**config.mk**
```make
export PLATFORM = sky130hd
export DESIGN_NAME = mem_access_unit_flat
export DESIGN_NICKNAME = d
export VERILOG_FILES = /design/src/rtl/mem_access_unit_pkg.sv /design/src/rtl/mem_access_unit_if.sv /design/src/rtl/mem_access_unit_load_extend.sv /design/src/rtl/mem_access_unit.sv /design/src/flat_wrapper.sv
export SDC_FILE = /design/constraint.sdc
export NUM_CORES = 1
export LEC_CHECK = 0
export CAP_MARGIN = 40
export CORE_MARGIN = 2
export CORE_UTILIZATION = 50
export CTS_BUF_LIST = sky130_fd_sc_hd__clkbuf_8 sky130_fd_sc_hd__clkbuf_16
export CTS_CLUSTER_DIAMETER = 40
export DETAILED_ROUTE_END_ITERATION = 16
export GPL_TIMING_DRIVEN = 0
export PLACE_DENSITY = 0.87
export SYNTH_ARGS = -nofsm -noshare
export SYNTH_HDL_FRONTEND = slang
export SYNTH_HIERARCHICAL = 1
export SYNTH_SLANG_ARGS = --single-unit
```
**constraint.sdc**
```tcl
create_clock -name clk -period 10.85 [get_ports clk]
set_input_delay 1.085 -clock clk [delete_from_list [all_inputs] [get_ports clk]]
set_output_delay 1.085 -clock clk [all_outputs]
set_load 0.05 [all_outputs]
```
**src/rtl/mem_access_unit_pkg.sv**
```systemverilog
// Shared types, funct3 encodings and the legality helper for the memory access unit.
package mem_pkg;

    typedef enum logic [1:0] {
        S_IDLE   = 2'd0,
        S_ACCESS = 2'd1,
        S_WAIT   = 2'd2,
        S_DONE   = 2'd3
    } mau_state_t;

    localparam logic [2:0] F3_B  = 3'b000;
    localparam logic [2:0] F3_H  = 3'b001;
    localparam logic [2:0] F3_W  = 3'b010;
    localparam logic [2:0] F3_BU = 3'b100;
    localparam logic [2:0] F3_HU = 3'b101;

    localparam logic [31:0] NOP_INSTR = 32'h0000_0013;

    // Size/sign/alignment legality; fetches arrive here already forced to word size.
    function automatic logic access_legal(input logic       write,
                                          input logic       is_data,
                                          input logic [2:0] f3,
                                          input logic [1:0] addr_lo);
        logic ok;
        ok = 1'b0;
        case (f3)
            F3_B:    ok = 1'b1;
            F3_H:    ok = ~addr_lo[0];
            F3_W:    ok = (addr_lo == 2'b00);
            F3_BU:   ok = ~write;
            F3_HU:   ok = ~write & ~addr_lo[0];
            default: ok = 1'b0;
        endcase
        if (!is_data && write) begin
            ok = 1'b0;
        end
        return ok;
    endfunction

endpackage

```
**src/rtl/mem_access_unit_if.sv**
```systemverilog
// Core-side request/response and memory-side bus of the memory access unit.
interface mem_access_unit_if;
    import mem_pkg::*;

    logic        req_valid;
    logic        req_ready;
    logic        req_write;
    logic        req_is_data;
    logic [31:0] req_addr;
    logic [2:0]  req_funct3;
    logic [31:0] req_wdata;
    logic        resp_valid;
    logic        resp_err;
    logic [31:0] instr;
    logic [31:0] rdata;
    logic        mem_en;
    logic        mem_we;
    logic [29:0] mem_addr;
    logic [3:0]  mem_be;
    logic [31:0] mem_wdata;
    logic [31:0] mem_rdata;

    // Requester side: control FSM plus the memory read port.
    modport master (
        output req_valid, req_write, req_is_data, req_addr, req_funct3, req_wdata, mem_rdata,
        input  req_ready, resp_valid, resp_err, instr, rdata,
               mem_en, mem_we, mem_addr, mem_be, mem_wdata
    );

    // The access unit itself.
    modport slave (
        input  req_valid, req_write, req_is_data, req_addr, req_funct3, req_wdata, mem_rdata,
        output req_ready, resp_valid, resp_err, instr, rdata,
               mem_en, mem_we, mem_addr, mem_be, mem_wdata
    );

endinterface

```
**src/rtl/mem_access_unit_load_extend.sv**
```systemverilog
// Selects the addressed lane of a read word and sign/zero extends it.
module load_extend
    import mem_pkg::*;
(
    input  logic [31:0] word_i,
    input  logic [1:0]  addr_lo_i,
    input  logic [2:0]  funct3_i,
    output logic [31:0] data_o
);

    logic [7:0]  byte_sel;
    logic [15:0] half_sel;

    // Lane selection and extension.
    always_comb begin
        byte_sel = word_i[8*addr_lo_i +: 8];
        half_sel = addr_lo_i[1] ? word_i[31:16] : word_i[15:0];
        case (funct3_i)
            F3_B:    data_o = {{24{byte_sel[7]}}, byte_sel};
            F3_BU:   data_o = {24'h0, byte_sel};
            F3_H:    data_o = {{16{half_sel[15]}}, half_sel};
            F3_HU:   data_o = {16'h0, half_sel};
            default: data_o = word_i;
        endcase
    end

endmodule

```
**src/rtl/mem_access_unit.sv**
```systemverilog
// Memory access unit: one fetch or data access at a time, ready/valid towards the core.
//   state  | meaning
//   IDLE   | ready for a request
//   ACCESS | memory strobe cycle
//   WAIT   | counting down read latency
//   DONE   | response pulse
module mem_access_unit
    import mem_pkg::*;
#(
    parameter int unsigned MEM_LATENCY = 1
) (
    input logic               clk,
    input logic               reset,
    mem_access_unit_if.slave  bus
);

    localparam logic [2:0] CNT_INIT = 3'(MEM_LATENCY);

    mau_state_t  state_q, state_d;
    logic [31:0] addr_q;
    logic [2:0]  funct3_q;
    logic        write_q;
    logic        is_data_q;
    logic        err_q;
    logic [31:0] wdata_q;
    logic [3:0]  be_q;
    logic [2:0]  cnt_q;
    logic [31:0] instr_q;
    logic [31:0] rdata_q;

    logic [2:0]  f3_eff;
    logic [3:0]  be_d;
    logic [31:0] wdata_d;
    logic        legal;
    logic        accept;
    logic [31:0] ext_data;

    assign accept = (state_q == S_IDLE) && bus.req_valid;

    // Effective size, store lane alignment and legality of the incoming request.
    always_comb begin
        f3_eff  = bus.req_is_data ? bus.req_funct3 : F3_W;
        be_d    = 4'b1111;
        wdata_d = bus.req_wdata;
        if (bus.req_write) begin
            case (f3_eff)
                F3_B: begin
                    be_d    = 4'b0001 << bus.req_addr[1:0];
                    wdata_d = {4{bus.req_wdata[7:0]}};
                end
                F3_H: begin
                    be_d    = bus.req_addr[1] ? 4'b1100 : 4'b0011;
                    wdata_d = {2{bus.req_wdata[15:0]}};
                end
                default: ;
            endcase
        end
        legal = access_legal(bus.req_write, bus.req_is_data, f3_eff, bus.req_addr[1:0]);
    end

    // Next-state logic.
    always_comb begin
        state_d = state_q;
        case (state_q)
            S_IDLE:   if (bus.req_valid) state_d = legal ? S_ACCESS : S_DONE;
            S_ACCESS: state_d = write_q ? S_DONE : S_WAIT;
            S_WAIT:   if (cnt_q == 3'd1) state_d = S_DONE;
            S_DONE:   state_d = S_IDLE;
            default:  state_d = S_IDLE;
        endcase
    end

    // State register.
    always_ff @(posedge clk or posedge reset) begin
        if (reset) state_q <= S_IDLE;
        else       state_q <= state_d;
    end

    // Request capture at acceptance.
    always_ff @(posedge clk or posedge reset) begin
        if (reset) begin
            addr_q    <= '0;
            funct3_q  <= '0;
            write_q   <= 1'b0;
            is_data_q <= 1'b0;
            err_q     <= 1'b0;
            wdata_q   <= '0;
            be_q      <= '0;
        end else if (accept) begin
            addr_q    <= bus.req_addr;
            funct3_q  <= f3_eff;
            write_q   <= bus.req_write;
            is_data_q <= bus.req_is_data;
            err_q     <= ~legal;
            wdata_q   <= wdata_d;
            be_q      <= be_d;
        end
    end

    // Read latency down-counter.
    always_ff @(posedge clk or posedge reset) begin
        if (reset)                    cnt_q <= '0;
        else if (state_q == S_ACCESS) cnt_q <= CNT_INIT;
        else if (state_q == S_WAIT)   cnt_q <= cnt_q - 3'd1;
    end

    load_extend u_load_extend (
        .word_i    (bus.mem_rdata),
        .addr_lo_i (addr_q[1:0]),
        .funct3_i  (funct3_q),
        .data_o    (ext_data)
    );

    // Instruction and load data registers, written on the edge that enters DONE.
    always_ff @(posedge clk or posedge reset) begin
        if (reset) begin
            instr_q <= NOP_INSTR;
            rdata_q <= '0;
        end else if (state_q == S_WAIT && cnt_q == 3'd1) begin
            if (is_data_q) rdata_q <= ext_data;
            else           instr_q <= bus.mem_rdata;
        end
    end

    assign bus.req_ready  = (state_q == S_IDLE);
    assign bus.resp_valid = (state_q == S_DONE);
    assign bus.resp_err   = (state_q == S_DONE) && err_q;
    assign bus.instr      = instr_q;
    assign bus.rdata      = rdata_q;
    assign bus.mem_en     = (state_q == S_ACCESS);
    assign bus.mem_we     = (state_q == S_ACCESS) && write_q;
    assign bus.mem_be     = (state_q == S_ACCESS) ? be_q : 4'b0000;
    assign bus.mem_addr   = addr_q[31:2];
    assign bus.mem_wdata  = wdata_q;

endmodule

```
**src/flat_wrapper.sv**
```systemverilog
// flat-port wrapper written by rule: the top's interface ports become plain ports
module mem_access_unit_flat import mem_pkg::*;
#(
    parameter int unsigned MEM_LATENCY = 1
)
  (clk, reset, bus_req_valid, bus_req_write, bus_req_is_data, bus_req_addr, bus_req_funct3, bus_req_wdata, bus_mem_rdata, bus_req_ready, bus_resp_valid, bus_resp_err, bus_instr, bus_rdata, bus_mem_en, bus_mem_we, bus_mem_addr, bus_mem_be, bus_mem_wdata);
  mem_access_unit_if bus_i ();
  input logic clk;
  input logic reset;
  input wire logic [$bits(bus_i.req_valid)-1:0] bus_req_valid;
  input wire logic [$bits(bus_i.req_write)-1:0] bus_req_write;
  input wire logic [$bits(bus_i.req_is_data)-1:0] bus_req_is_data;
  input wire logic [$bits(bus_i.req_addr)-1:0] bus_req_addr;
  input wire logic [$bits(bus_i.req_funct3)-1:0] bus_req_funct3;
  input wire logic [$bits(bus_i.req_wdata)-1:0] bus_req_wdata;
  input wire logic [$bits(bus_i.mem_rdata)-1:0] bus_mem_rdata;
  output wire logic [$bits(bus_i.req_ready)-1:0] bus_req_ready;
  output wire logic [$bits(bus_i.resp_valid)-1:0] bus_resp_valid;
  output wire logic [$bits(bus_i.resp_err)-1:0] bus_resp_err;
  output wire logic [$bits(bus_i.instr)-1:0] bus_instr;
  output wire logic [$bits(bus_i.rdata)-1:0] bus_rdata;
  output wire logic [$bits(bus_i.mem_en)-1:0] bus_mem_en;
  output wire logic [$bits(bus_i.mem_we)-1:0] bus_mem_we;
  output wire logic [$bits(bus_i.mem_addr)-1:0] bus_mem_addr;
  output wire logic [$bits(bus_i.mem_be)-1:0] bus_mem_be;
  output wire logic [$bits(bus_i.mem_wdata)-1:0] bus_mem_wdata;
  assign bus_i.req_valid = bus_req_valid;
  assign bus_i.req_write = bus_req_write;
  assign bus_i.req_is_data = bus_req_is_data;
  assign bus_i.req_addr = bus_req_addr;
  assign bus_i.req_funct3 = bus_req_funct3;
  assign bus_i.req_wdata = bus_req_wdata;
  assign bus_i.mem_rdata = bus_mem_rdata;
  assign bus_req_ready = bus_i.req_ready;
  assign bus_resp_valid = bus_i.resp_valid;
  assign bus_resp_err = bus_i.resp_err;
  assign bus_instr = bus_i.instr;
  assign bus_rdata = bus_i.rdata;
  assign bus_mem_en = bus_i.mem_en;
  assign bus_mem_we = bus_i.mem_we;
  assign bus_mem_addr = bus_i.mem_addr;
  assign bus_mem_be = bus_i.mem_be;
  assign bus_mem_wdata = bus_i.mem_wdata;
  mem_access_unit #(.MEM_LATENCY(MEM_LATENCY)) u_core (.clk(clk), .reset(reset), .bus(bus_i));
endmodule
```
==> flow_summary_export.csv <==
group,metric,value,unit
status,status,"complete, no violations",
clocking,clkSlewWorstSetupHoldPaths,50,ps
global_routing,antenna_found_initial,0,
critical_path,cp.required,9770,ps
die,ios,239,
clocking,holdBufCountCts,0,
sta,period_share,31.7,%
sta,hold_violations,0,
routing,drt-total-wl,20.3,mm
critical_path,r2r_cells,5,
logic_synthesis,async_flop_share,100,%
logic_synthesis,synth_area,7010,um2
power,p_leak,0.00450,uW
sta,rsz0062_at_grt,"false",
placed_design,globalplace.congestion,0.832,
die,die_w,122,um
die,die_y,122,um
die,row_count,43,
clocking,cts_root_buffer,"clkbuf_16",
logic_synthesis,ys_seq_elements,143,
die,initial_core_util,50.9,%
sta,fin_tns_setup,0,ps
hold_path,hold_path_depth,2,
clocking,post_cts_resize_count,0,
critical_path,start_kind,"flip-flop",
clocking,cts_made_buffers,17,
global_routing,grt_pass1_vias,6052,
global_routing,grt_pass1_wl,31.6,mm
logic_synthesis,synth_area_per_cell,10.7,um2
final_layout,diodes,0,
critical_path,crit_path_cell_trace,"inv_1 > ha_1 > and2_1 > clkdlybuf4s50_1",
clocking,htree_levels,4,
logic_synthesis,yosysSeqAreaShare,51.1,%
logic_synthesis,synthDominantCellAreaShare,50.0,%
routing,wire_per_inst,18.4,um
hold_path,holdPathEnd,"u_core/write_q",
power,power,3790,uW
sta,worst_pin_slew,715,ps
hold_path,holdCritStartpoint,"u_core/write_q",
critical_path,critPathKind,"flip-flop to output port",
clocking,clkLatencyLatePin,430,ps
routing,via_count,5944,
clocking,cts_tree,"done",
routing,drc_errors,0,
logic_synthesis,synth-edff-count,0,
critical_path,max_stage_delay,830,ps
global_routing,overflow,0,
logic_synthesis,ys.flop_type,"dfrtp_1",
hold_path,hold_path.class,"flip-flop to flip-flop",
logic_synthesis,synth_top_cells_by_count,"nand2_1, dfrtp_1, mux2_2",
logic_synthesis,yosysMostFrequentCell,"nand2_1",
sta,finClkSkew,14.1,ps
critical_path,critPathCaptureType,"output port",
clocking,clock_sinks,143,
global_routing,grtUsageTotal,27.9,%
sta,slew_violations,0,
power,p_per_area,371,nW/um2
critical_path,crit_start,"u_core/state_q[1]",
clocking,post_cts_buffers,0,
logic_synthesis,netlist_instances,655,
routing,first_pass_iters,5,
critical_path,reg2reg_slack,8890,ps
critical_path,r2r_end,"u_core/bus.instr[17]",
final_layout,drive_gt1_share,19.3,%
placed_design,port-buffer-count,236,
die,die_area,15000,um2
logic_synthesis,yosys.area.top_type,"dfrtp_1",
logic_synthesis,synth_area_leaders,"dfrtp_1, mux2_2, nand2_1, buf_4, a2bb2oi_2",
power,vdd_drop_max,0.212,mV
clocking,clock_path_buffers,2,
routing,postRouteAntennaNets,0,
routing,avgViaCountPerCell,5.39,
critical_path,crit_path_max_fanout,9,
placed_design,dp_hpwl,15.0,mm
sta,fmax,290,MHz
critical_path,critPathSlowestCell,"clkdlybuf4s50_1",
sta,fin_crit,3440,ps
critical_path,arrival,2360,ps
final_layout,area_growth,45.9,%
critical_path,rr_startpoint,"u_core/state_q[0]",
sta,timing.slew.headroom,52.3,%
logic_synthesis,syn_nets,765,
logic_synthesis,yosys.cell_types.count,52,
die,core_area,13800,um2
final_layout,nNetsFinal,1021,
logic_synthesis,yosys_warnings,6,
sta,setup_violations,0,
global_routing,grt_max_degree,74,
routing,drtIter0Drc,355,
flow_run,maxCapViolCount,0,
[where the power goes]
part           internal, uW  switching [uW]
sequential              797             159
clock                   370             218
combinational           838            1410
total                  2010            1790
[critical path, delay by kind of cell (launching register included)]
kind	cells	cell delay, ps
and+or+nand+nor	1	200
adders and majority gates	1	360
buffers and inverters	2	940
DFF	1	440
[registers in the layout, indices dropped and copies added, names as in the netlist, 2 cells and up]
signal                count
u_core/bus.rdata         32
u_core/state_q            2
u_core/bus.mem_wdata     32
u_core/bus.instr         32
u_core/addr_q            32
u_core/be_q               4
u_core/funct3_q           3
u_core/cnt_q              3
[cells in the final DEF (no fill, tap or decap), drive strengths merged, types with 4 or more instances in the layout]
master / netlist / final
a21oi: 12 / 12
a221o: 6 / 6
a2bb2oi: 20 / 20
a31oi: 26 / 26
and2: 7 / 7
and2b: 5 / 5
buf: 56 / 57
clkbuf: 13 / 32
clkdlybuf4s50: 0 / 236
clkinv: 1 / 7
dfrtp: 140 / 140
ha: 6 / 6
inv: 9 / 12
mux2: 69 / 69
mux2i: 14 / 14
nand2: 164 / 164
nand2b: 4 / 4
nor2: 31 / 31
nor2b: 16 / 16
o2111ai: 4 / 4
o21a: 8 / 8
o21ai: 14 / 14
o221ai: 5 / 5
[cell type report]
class | count | area (um2)
flip-flops and latches | 143 | 3580
fillers | 971 | 3550
multi-input cells | 433 | 2910
repair buffers | 237 | 2390
plain buffers | 69 | 477
clock buffers | 19 | 453
well taps | 180 | 225
clock inverters | 12 | 144
inverters | 10 | 42.5
[stage by stage]
stage	setup slack (ps)	cell area [um2]	util (%)	instances	hold slack [ps]
6_report	7410	10200	74.2	1103	463
3_3_place_gp	3940	9600	69.7	1071	452
2_1_floorplan	5930	7010	-	655	438
5_1_grt	7300	10200	74.2	1103	493
3_5_place_dp	7860	9630	69.9	1072	456
4_1_cts	7430	10200	74.2	1103	469
[cells by family (layout without fill, tap and decap cells)]
kind of cell    after synthesis  after routing  share of synthesized area, %
compound gates              106            106                          12.4
flops                       143            143                          51.1
buf+inv                      79            347                          7.34
mux                          83             83                          13.1
simple gates                238            238                          14.9
fa+ha+maj                     6              6                          1.07
[per-layer routing]
| metal | global-route usage (%) | vias up | wire (um) |
|---|---|---|---|
| met5 | 0 | - | 0 |
| met4 | 12.2 | 0 | 653 |
| met3 | 9.57 | 45 | 1870 |
| met2 | 46.8 | 302 | 9980 |
| met1 | 32.4 | 2865 | 7820 |
| li1 | - | 2732 | - |
[worst max-delay path by stage]
stage / to / slack (ps) / cells past startpoint
3_3_place_gp: u_core/bus.instr[20] / 3940 / 2
4_1_cts: bus_mem_we / 7430 / 4
3_5_place_dp: bus_mem_we / 7860 / 4
6_report: bus_mem_be[3] / 7410 / 4
5_1_grt: bus_mem_be[0] / 7300 / 4
2_1_floorplan: u_core/addr_q[0] / 5930 / 1
Note: power is estimated with default switching activity, not from simulation.
